--- src/rtl/conv_layer_scheduler.sv ---
// Sequences one shared convolution unit over every (filter, row, column) window
// of a layer: launch the unit, wait for it, and store its result.
module conv_layer_scheduler #(
    parameter int unsigned H       = 32,
    parameter int unsigned W       = 32,
    parameter int unsigned F       = 5,
    parameter int unsigned K       = 6,
    parameter int unsigned P       = 0,
    parameter int unsigned TIMEOUT = 1024,
    localparam int unsigned OH = H - F + 1 + 2 * P,
    localparam int unsigned OW = W - F + 1 + 2 * P,
    localparam int unsigned N  = K * OH * OW,
    localparam int unsigned RW = (OH > 1) ? $clog2(OH) : 1,
    localparam int unsigned CW = (OW > 1) ? $clog2(OW) : 1,
    localparam int unsigned KW = (K > 1) ? $clog2(K) : 1,
    localparam int unsigned AW = (N > 1) ? $clog2(N) : 1
) (
    input  logic          clk,
    input  logic          reset,
    input  logic          start,
    input  logic          conv_done,
    output logic          conv_start,
    output logic [RW-1:0] win_row,
    output logic [CW-1:0] win_col,
    output logic [KW-1:0] filter_idx,
    output logic          wr_en,
    output logic [AW-1:0] wr_addr,
    output logic          busy,
    output logic          done,
    output logic          err
);

    localparam int unsigned TW = (TIMEOUT > 1) ? $clog2(TIMEOUT) : 1;

    typedef enum logic [2:0] {
        IDLE  = 3'd0,
        ISSUE = 3'd1,
        WAIT  = 3'd2,
        WRITE = 3'd3,
        FIN   = 3'd4
    } state_t;

    state_t        state;
    state_t        state_next;
    logic [TW-1:0] tmo_cnt;
    logic          idx_clr;
    logic          idx_adv;
    logic          cnt_clr;
    logic          cnt_inc;
    logic          err_set;
    logic          last_win;

    assign last_win = (filter_idx == KW'(K - 1)) &&
                      (win_row == RW'(OH - 1)) &&
                      (win_col == CW'(OW - 1));

    // State register; reset abandons any pass in progress.
    always_ff @(posedge clk) begin
        if (!reset) state <= IDLE;
        else        state <= state_next;
    end

    // Next-state and datapath control decode.
    always_comb begin
        state_next = state;
        idx_clr    = 1'b0;
        idx_adv    = 1'b0;
        cnt_clr    = 1'b0;
        cnt_inc    = 1'b0;
        err_set    = 1'b0;
        case (state)
            IDLE: begin
                if (start) begin
                    idx_clr    = 1'b1;
                    state_next = ISSUE;
                end
            end
            ISSUE: begin
                cnt_clr    = 1'b1;
                state_next = WAIT;
            end
            WAIT: begin
                if (conv_done) begin
                    state_next = WRITE;
                end else if (tmo_cnt == TW'(TIMEOUT - 1)) begin
                    err_set    = 1'b1;
                    state_next = IDLE;
                end else begin
                    cnt_inc = 1'b1;
                end
            end
            WRITE: begin
                if (last_win) begin
                    state_next = FIN;
                end else begin
                    idx_adv    = 1'b1;
                    state_next = ISSUE;
                end
            end
            FIN:     state_next = IDLE;
            default: state_next = IDLE;
        endcase
    end

    // Control outputs registered so they line up with the state they belong to.
    always_ff @(posedge clk) begin
        if (!reset) begin
            conv_start <= 1'b0;
            wr_en      <= 1'b0;
            done       <= 1'b0;
            busy       <= 1'b0;
        end else begin
            conv_start <= (state_next == ISSUE);
            wr_en      <= (state_next == WRITE);
            done       <= (state_next == FIN);
            busy       <= (state_next != IDLE);
        end
    end

    // Window indices: column fastest, then row, then filter.
    always_ff @(posedge clk) begin
        if (!reset || idx_clr) begin
            win_col    <= '0;
            win_row    <= '0;
            filter_idx <= '0;
        end else if (idx_adv) begin
            if (win_col == CW'(OW - 1)) begin
                win_col <= '0;
                if (win_row == RW'(OH - 1)) begin
                    win_row    <= '0;
                    filter_idx <= filter_idx + KW'(1);
                end else begin
                    win_row <= win_row + RW'(1);
                end
            end else begin
                win_col <= win_col + CW'(1);
            end
        end
    end

    // Result address tracks the registered indices; stable well before WRITE.
    always_ff @(posedge clk) begin
        if (!reset) wr_addr <= '0;
        else        wr_addr <= AW'(32'(filter_idx) * OH * OW + 32'(win_row) * OW + 32'(win_col));
    end

    // Per-window WAIT cycle counter.
    always_ff @(posedge clk) begin
        if (!reset || cnt_clr) tmo_cnt <= '0;
        else if (cnt_inc)      tmo_cnt <= tmo_cnt + TW'(1);
    end

    // Sticky timeout flag, cleared when a new pass is accepted.
    always_ff @(posedge clk) begin
        if (!reset || idx_clr) err <= 1'b0;
        else if (err_set)      err <= 1'b1;
    end

endmodule

--- config.mk ---
export PLATFORM = sky130hd
export DESIGN_NAME = conv_layer_scheduler
export DESIGN_NICKNAME = d
export VERILOG_FILES = /design/src/rtl/conv_layer_scheduler.sv
export SDC_FILE = /design/constraint.sdc
export NUM_CORES = 1
export LEC_CHECK = 0
export CAP_MARGIN = 10
export CORE_AREA = 2 2 77 134
export DETAILED_ROUTE_END_ITERATION = 8
export DIE_AREA = 0 0 79 136
export PLACE_DENSITY = 0.54
export SLEW_MARGIN = 20
export SYNTH_ARGS = -nofsm -noshare
export SYNTH_HDL_FRONTEND = slang
export SYNTH_SLANG_ARGS = --single-unit
--- constraint.sdc ---
create_clock -name clk -period 13.3 [get_ports clk]
set_input_delay 1.995 -clock clk [delete_from_list [all_inputs] [get_ports clk]]
set_output_delay 1.995 -clock clk [all_outputs]
set_load 0.02 [all_outputs]
# --- Yosys cells after proc, flatten, opt, wreduce, memory -nomap -nowiden ---
# Index checks and enable logic that the tools add are counted.
totals:
  out_inout_bits: 31
  elab_cells: 57
  ff_bits: 44
  inputBits: 4
classes:
  n_reduce_logical: 9
  multipliers: 3
  n_mux: 18
  n_eq_ne: 10
  add_sub_neg: 6
ops:
  columns: ["op", "count"]
  rows:
  - ["adder 13 x 10 -> 13 bit", 1]
  - ["adder 13 x 5 -> 13 bit", 1]
  - ["2-to-1 mux 3 bit", 4]
  - ["one-hot mux 3 bit (4 select lines)", 1]
  - ["2-to-1 mux 1 bit", 11]
  - ["adder 10 x 1 -> 10 bit, second input constant", 1]
  - ["adder 5 x 1 -> 5 bit, second input constant", 2]
  - ["equality test 10 bit, second input constant", 1]
  - ["equality test 5 bit, second input constant", 2]
  - ["2-to-1 mux 5 bit", 2]
  - ["equality test 3 x 2 -> 1 bit, second input constant", 3]
  - ["multiplier 6 x 3 -> 9 bit, second input constant", 1]
  - ["multiplier 5 x 3 -> 8 bit, second input constant", 1]
  - ["equality test 3 x 1 -> 1 bit, second input constant", 2]
  - ["equality test 3 bit, second input constant", 2]
  - ["multiplier 3 x 3 -> 6 bit, second input constant", 1]
  - ["adder 3 x 1 -> 3 bit, second input constant", 1]
  - ["zero test 3 bit", 1]
  - ["AND reduction 3 bit", 1]
  - ["nonzero test 3 bit", 1]
  - ["logical AND 1 bit", 2]
  - ["logical OR 1 bit", 2]
  - ["AND reduction 2 bit", 1]
  - ["zero test 1 bit", 1]

# --- Depth between registers and ports, before layout ---
# Gate-level depths: netlist (run 1).
depth:
  depth_word: 6
  ltp_mapped: 19
  depth_no_buf: 19

# --- Worst setup path before layout (run 1) ---
# OpenSTA, ideal clock, no wires.
synth_timing:
  kind: "register to register"
  startpoint: "register filter_idx[0]"
  endpoint: "register wr_addr[12]"
  path_stages_with_launch: 19
  path_slack_ps: 8447
  path_buffers: 0
  synth_period_minus_slack_ps: 4853
  setup_ps: 121
  arrival_time_ps: 4732
  t_required_ps: 13179
  cell_sequence: "dfxtp_1 -> fa_1 -> ha_1 -> fa_1 -> xor2_2 -> inv_1 -> fa_1 -> inv_1 -> ha_1 -> o21ai_0 -> nor2_1 -> nor2_1 -> ha_1 -> ha_1 -> a2111oi_0 -> o21ai_0 -> a31oi_1 -> a21oi_1 -> mux2i_1"
synth_via:
  elab_chain_len: 4
synth_lines:
  columns: ["item", "line_no", "text"]
  rows:
  - ["start, declared", "25", "output logic [KW-1:0] filter_idx,"]
  - ["start signal, assigned", "131", "filter_idx <= filter_idx + KW'(1);"]
  - ["multiplier 3 x 3 -> 6 bit", "144", "else wr_addr <= AW'(32'(filter_idx) * OH * OW + 32'(win_row) * OW + 32'(win_col));"]
  - ["multiplier 6 x 3 -> 9 bit", "144", null]
  - ["adder 13 x 10 -> 13 bit", "144", null]
  - ["adder 13 x 5 -> 13 bit", "144", null]
  - ["end signal, assigned", "144", null]
  - ["end, declared", "27", "output logic [AW-1:0] wr_addr,"]
# No other way between the ends.
# A chain may end at the register's enable or synchronous reset.

# --- Worst setup path in the final report (run 1) ---
# Same ends and word-level chain as after synthesis.

==> results of run 1 <==
## path summary, 6_finish.rpt
path                       to  depth (start not counted)
hold reg to reg    tmo_cnt[5]                          2
setup / recovery  wr_addr[12]                         18
setup reg to reg  wr_addr[12]                         18
hold / removal     tmo_cnt[5]                          2
## flip-flops by register name, summed over array words and instances, names as in the netlist
signal	count
filter_idx	3
conv_start	1
state	3
busy	1
win_row	5
wr_addr	13
done	1
win_col	5
tmo_cnt	10
err	1
wr_en	1
## synthesized netlist by cell type (all sizes together), types with 3 or more instances
master | number | share of area (%)
xnor2 | 20 | 5.8
a21oi | 18 | 3.1
nor2b | 4 | 0.83
nand2 | 21 | 2.6
nor3 | 7 | 1.2
o21ai | 14 | 2.5
dfxtp | 44 | 29
and2 | 16 | 3.4
fa | 11 | 7.3
nand4 | 6 | 1.7
inv | 23 | 2.9
a211oi | 5 | 1.2
nand3 | 6 | 1.0
nand2b | 6 | 1.2
mux2i | 3 | 1.0
a21o | 5 | 1.2
nor2 | 29 | 3.6
xor2 | 12 | 4.0
ha | 41 | 17
nand3b | 3 | 0.75
## cell families (layout without fill, tap and decap cells)
| group | count (synthesis) | in the layout | share of synthesized area (%) |
|---|---|---|---|
| muxes | 3 | 3 | 0.997 |
| adders and majority gates | 52 | 52 | 24.3 |
| AOI/OAI and AO/OA | 58 | 58 | 12.5 |
| xor gates and xnor gates | 33 | 33 | 10.5 |
| DFF | 44 | 44 | 29.2 |
| and+or+nand+nor | 108 | 108 | 18.7 |
| buffers and inverters | 27 | 67 | 3.65 |
## cells in the final DEF, fill, tap and decap left out, drive strengths merged, types with 2 or more instances in the layout
| master | synthesis | final |
|---|---|---|
| a211oi | 5 | 5 |
| a21o | 5 | 5 |
| a21oi | 18 | 18 |
| and2 | 16 | 16 |
| and3 | 2 | 2 |
| buf | 2 | 2 |
| clkbuf | 2 | 5 |
| clkdlybuf4s50 | 0 | 34 |
| dfxtp | 44 | 44 |
| fa | 11 | 11 |
| ha | 41 | 41 |
| inv | 23 | 24 |
| mux2i | 3 | 3 |
| nand2 | 21 | 21 |
| nand2b | 6 | 6 |
| nand3 | 6 | 6 |
| nand3b | 3 | 3 |
| nand4 | 6 | 6 |
| nor2 | 29 | 29 |
| nor2b | 4 | 4 |
| nor3 | 7 | 7 |
| o211ai | 2 | 2 |
| o21ai | 14 | 14 |
| o21bai | 2 | 2 |
| o31a | 2 | 2 |
| or2 | 2 | 2 |
| or3 | 2 | 2 |
| xnor2 | 20 | 20 |
| xor2 | 12 | 12 |
## layer usage
metal  vias to the layer above  part of all wire (%)
met2                        32                    54
met1                      1056                    42
met3                        11                   2.0
li1                       1187                     -
met4                         0                   2.5
met5                         -                     0
## stage by stage
step,hold slack [ps],setup slack [ps],utilization [%]
2_1_floorplan,458,8450,-
3_3_place_gp,473,8290,36.0
3_5_place_dp,481,8110,36.0
4_1_cts,490,8140,37.7
5_1_grt,541,7850,37.7
6_report,491,8140,37.7
## worst reg2reg max path, delay by kind of cell, from the launching register on
kind / cells / cell delay [ps]
adder cells (fa/ha/maj): 7 / 2660
AO/OA/AOI/OAI: 5 / 990
flip-flops: 1 / 620
XOR/XNOR: 1 / 270
AND/OR/NAND/NOR: 2 / 260
buffers and inverters: 2 / 140
multiplexers: 1 / 120
## where the power goes
part | switching [uW] | internal, uW | total [uW]
Combinational | 7.79 | 5.85 | 13.6
Sequential | 1.58 | 134 | 135
Clock | 53.8 | 89.3 | 143
Total | 63.2 | 229 | 292
## final cells by class
type	instances	area, sq um
Tap cell	125	156
Clock inverter	3	46.3
Inverter	23	86.3
Clock buffer	5	125
Sequential cell	44	881
Multi-Input combinational cell	254	2020
Fill cell	1024	6060
Timing Repair Buffer	36	355
==> flow_summary.toml, run 1 <==
[clock_tree]
clock_latency_ps = 290
ctsResizeCount = 0
clock_sinks = 44
clk_pin_slew_ps = 60
postCtsHoldBufs = 0
root_buffer = "clkbuf_16"
cts_buffers = 5
clk_path_buf_depth = 2
cts_tree = "done"
htree_levels = 2
post-cts-setup-buffer-count = 0

[power_and_ir_drop]
p_leak_uw = 0.00166
ir_drop_mv = 0.0424
design_power_total_uw = 292
powerDensity_nw_per_um2 = 79.5

[timing]
fin_crit_sh_pct = 38.8
fmax_mhz = 194
slew_violations = 0
grt_setup_unrepaired = "false"
fin_tns_setup_ps = 0
period_minus_slack_ps = 5160
finalHoldViolCount = 0
slew_headroom_pct = 50.3
setup_viol = 0
tightest_slew_ps = 743
fin_worst_skew_ps = 6.16

[global_routing]
grt_start_max_net_pins = 22
grtUsageTotal_pct = 12.5
grt_pass1_vias = 2378
grt_first_pass_wirelength_um = 10700
met3_usage_pct = 1.66
antenna_found_initial = 0
overflow = 0
top_usage_layer = "met2"
grtUsageMet1_pct = 13.3
grtUsageMet2_pct = 23.7

[place]
portBuffers = 34
dpl_cell_area_sq_um = 3500
dp_hpwl_um = 5080
dp.cells = 482
gp_congestion = 0.868

[layout]
area_delta_synth_final_pct = 21.9
final_cells = 490
final_area_sq_um = 3670
drive_gt1_share_pct = 5.48
final_nets = 420
n_antenna_cell = 0

[floorplan]
die_h_um = 136
die_w_um = 79
start_util_pct = 31.0
num_rows = 48
core_sq_um = 9730
die_area_sq_um = 10700
pin_count = 35

[logic_synthesis]
avgSynthCellArea_sq_um = 9.27
syn_inst = 325
synth_area_sq_um = 3010
yosysWarnings = 0
synth_edf_count = 0
ys_seq_area_share_pct = 29.2
syn_nets = 381
synth_seq_cells = 44
ys_types = 51
synthFlopType = "dfxtp_1"
synthArstFlopShare_pct = 0

[setup_path]
cp_cell_sequence = "fa_1 > ha_1 > fa_1 > xor2_2 > inv_1 > fa_1 > inv_1 > ha_1 > o21ai_0 > nor2_1 > nor2_1 > ha_1 > ha_1 > a2111oi_0 > o21ai_0 > a31oi_1 > a21oi_1 > mux2i_1"
startpoint_type = "register"
crit_arrival_ps = 5330
max_stage_delay_ps = 620
regToRegSetupSlack_ps = 8140
end_kind = "register"
cpMostUsedCell = "ha_1"
crit_required_ps = 13480
crit_type = "register to register"
critPathSlowestCell = "dfxtp_1"
cp_max_fo = 11
path_buf_inv = 2
r2r-start = "filter_idx[0]"
startpoint = "filter_idx[0]"
path_delay_family = "adder cells"

[run]
maxCapViolCount = 0

[route]
drt-initial-drc-count = 68
antenna_violating_nets_post_route = 0
wl_per_cell_um = 12.7
dr.pass1.iters = 4
wirelength_um = 6210
drc_errors = 0
vias = 2286
vias_per_cell = 4.67

[run_status]
status = "finished, final reports clean"

[worst_hold_path]
hp-start = "tmo_cnt[5]"
hold_class = "register to register"
(Power assumes the default switching activity.)
==> inputs of run 2 (changes only) <==
- clock period: 13.3 -> 5.03 ns (I/O delays scaled with it)
==> run 2 against run 1 <==
Compared with the run above:
- die area unchanged
- combinational power grew to 2.6 times the previous value
- non-clock buffer count up 4
- sequential cell count is the same
- maximum frequency increased by 11%
- critical path depth unchanged
- sequential share of layout area is 0.25 points lower
- largest cell class unchanged
==> flow_summary.toml, run 2 (synthesis gave the netlist of run 1 again) <==
[layout]
fill_cells = 1010
top_regs = "wr_addr: 13 flops, tmo_cnt: 10 flops"
largest-register = "wr_addr"
multiInputGateArea_sq_um = 2040
layout_common_cells = "dfxtp_1 (43), ha_1 (40), clkdlybuf4s50_1 (34), nor2_1 (29), inv_1 (23)"
final_nets = 424
drive_gt1_share_pct = 7.32
area_delta_synth_final_pct = 23.7
regArea_sq_um = 885
largest_reg_flops = 13
mostFrequentLayoutCell = "dfxtp_1"
n_antenna_cell = 0

[global_routing]
grtUsageTotal_pct = 12.6
overflow = 0
antenna_found_initial = 0
grt_pass1_vias = 2374
grt_start_max_net_pins = 22
grt_first_pass_wirelength_um = 10800

[timing]
finalHoldViolCount = 0
fmax_mhz = 215
setup_viol = 0
fin_crit_sh_pct = 92.4
fin_worst_skew_ps = 6.92
hold_ws_ps = 484
slew_headroom_pct = 47.2
fin_ws_ps = 382
slew_violations = 0
period_minus_slack_ps = 4650
fin_tns_setup_ps = 0
tightest_slew_ps = 790
grt_setup_unrepaired = "false"

[floorplan]
start_util_pct = 31.0
die_area_sq_um = 10700
die_h_um = 136
core_sq_um = 9730
pin_count = 35
num_rows = 48
die_w_um = 79

[power_and_ir_drop]
pwr-share-comb_pct = 4.6
swShare_pct = 21.8
design_power_total_uw = 771
clkPwrFrac_pct = 49.2
p_leak_uw = 0.00169
powerDensity_nw_per_um2 = 207
ir_drop_mv = 0.137
power_switching_uw = 168
seqPwrFrac_pct = 46.2
p_int_uw = 604

[worst_hold_path]
hold_end = "tmo_cnt[5]"
whs_path_depth = 2
hp-start = "tmo_cnt[5]"
hold_class = "register to register"

[clock_tree]
postCtsHoldBufs = 0
clock_latency_ps = 290
root_buffer = "clkbuf_16"
clk_path_buf_depth = 2
htree_levels = 2
clk_pin_slew_ps = 70
cts_buffers = 5
cts_tree = "done"
clock_sinks = 44

[setup_path]
timing.rr.end = "wr_addr[10]"
crit_arrival_ps = 4830
regToRegSetupSlack_ps = 380
end_kind = "register"
path_delay_family = "adder cells"
r2r-start = "filter_idx[1]"
reg2reg_depth = 18
startpoint_type = "register"
path_buf_inv = 3
cp_max_fo = 8
cp_cell_sequence = "fa_1 > ha_1 > fa_1 > xor2_2 > inv_1 > fa_1 > inv_1 > ha_1 > a211oi_1 > nor2_1 > ha_1 > ha_2 > a2111oi_4 > o21ai_1 > buf_4 > nand2_1 > xnor2_1 > and2_1"
critPathSlowestCell = "fa_1"
crit_type = "register to register"
crit_required_ps = 5210
max_stage_delay_ps = 530

[place]
place_ws_ps = 20.5
gp_congestion = 0.873
dp_hpwl_um = 5040
portBuffers = 34

[route]
vias_per_cell = 4.70
vias = 2322
drc_errors = 0
antenna_violating_nets_post_route = 0
dr.pass1.iters = 4
drt-initial-drc-count = 59
wirelength_um = 6250
wl_per_cell_um = 12.7

[run]
maxCapViolCount = 0

[run_status]
status = "finished, final reports clean"
run 2: worst max-delay path by stage:
stage	start	endpoint	slack [ps]	depth (start not counted)
CTS	filter_idx[1]	wr_addr[12]	40	18
floorplan	filter_idx[0]	wr_addr[12]	180	18
global route	filter_idx[1]	wr_addr[12]	50	18
finish	filter_idx[1]	wr_addr[10]	380	18
detailed placement	filter_idx[1]	wr_addr[12]	20	18
global placement	filter_idx[1]	wr_addr[12]	170	18
run 2: layout make-up:
class	count	share of cell area (%)
repair buffers	40	10.3
inverters	23	2.32
flip-flops and latches	44	23.7
well taps	125	4.20
clock inverters	3	1.24
clock buffers	5	3.36
multi-input cells	254	54.8
run 2: routing by layer:
| metal | wire (um) | vias to the layer above | track usage (%) |
|---|---|---|---|
| li1 | - | 1190 | - |
| met1 | 2630 | 1095 | 13.5 |
| met2 | 3370 | 28 | 24.1 |
| met3 | 119 | 9 | 1.66 |
| met4 | 131 | 0 | 5.17 |
| met5 | 0 | - | 0 |
run 2: stage by stage:
stage               utilization [%]  instance area (sq um)  instances
CTS                            37.8                   3680        491
detailed placement             36.1                   3510        483
finish                         38.3                   3730        494
global placement               36.1                   3510        483
global route                   38.3                   3730        494
floorplan                         -                   3010        325
run 2: tightest hold or removal path: stages, from the launching register on:
cell	delay [ps]
dfxtp_1	320
o21ai_0	70
a21oi_1	60
run 2: power groups by stage:
stage	clock [uW]	combinational (uW)	sequential (uW)
global route	401	39.1	357
floorplan	0	19.0	368
CTS	390	35.9	357
finish	379	35.4	357
global placement	0	35.5	365
detailed placement	0	35.6	365
run 2: repair_timing:
action | in CTS | in global routing
endpoints found under the setup margin | 1 | 3
setup buffers | 0 | 3
gates resized for setup | 1 | 7
pin swaps | 0 | 2
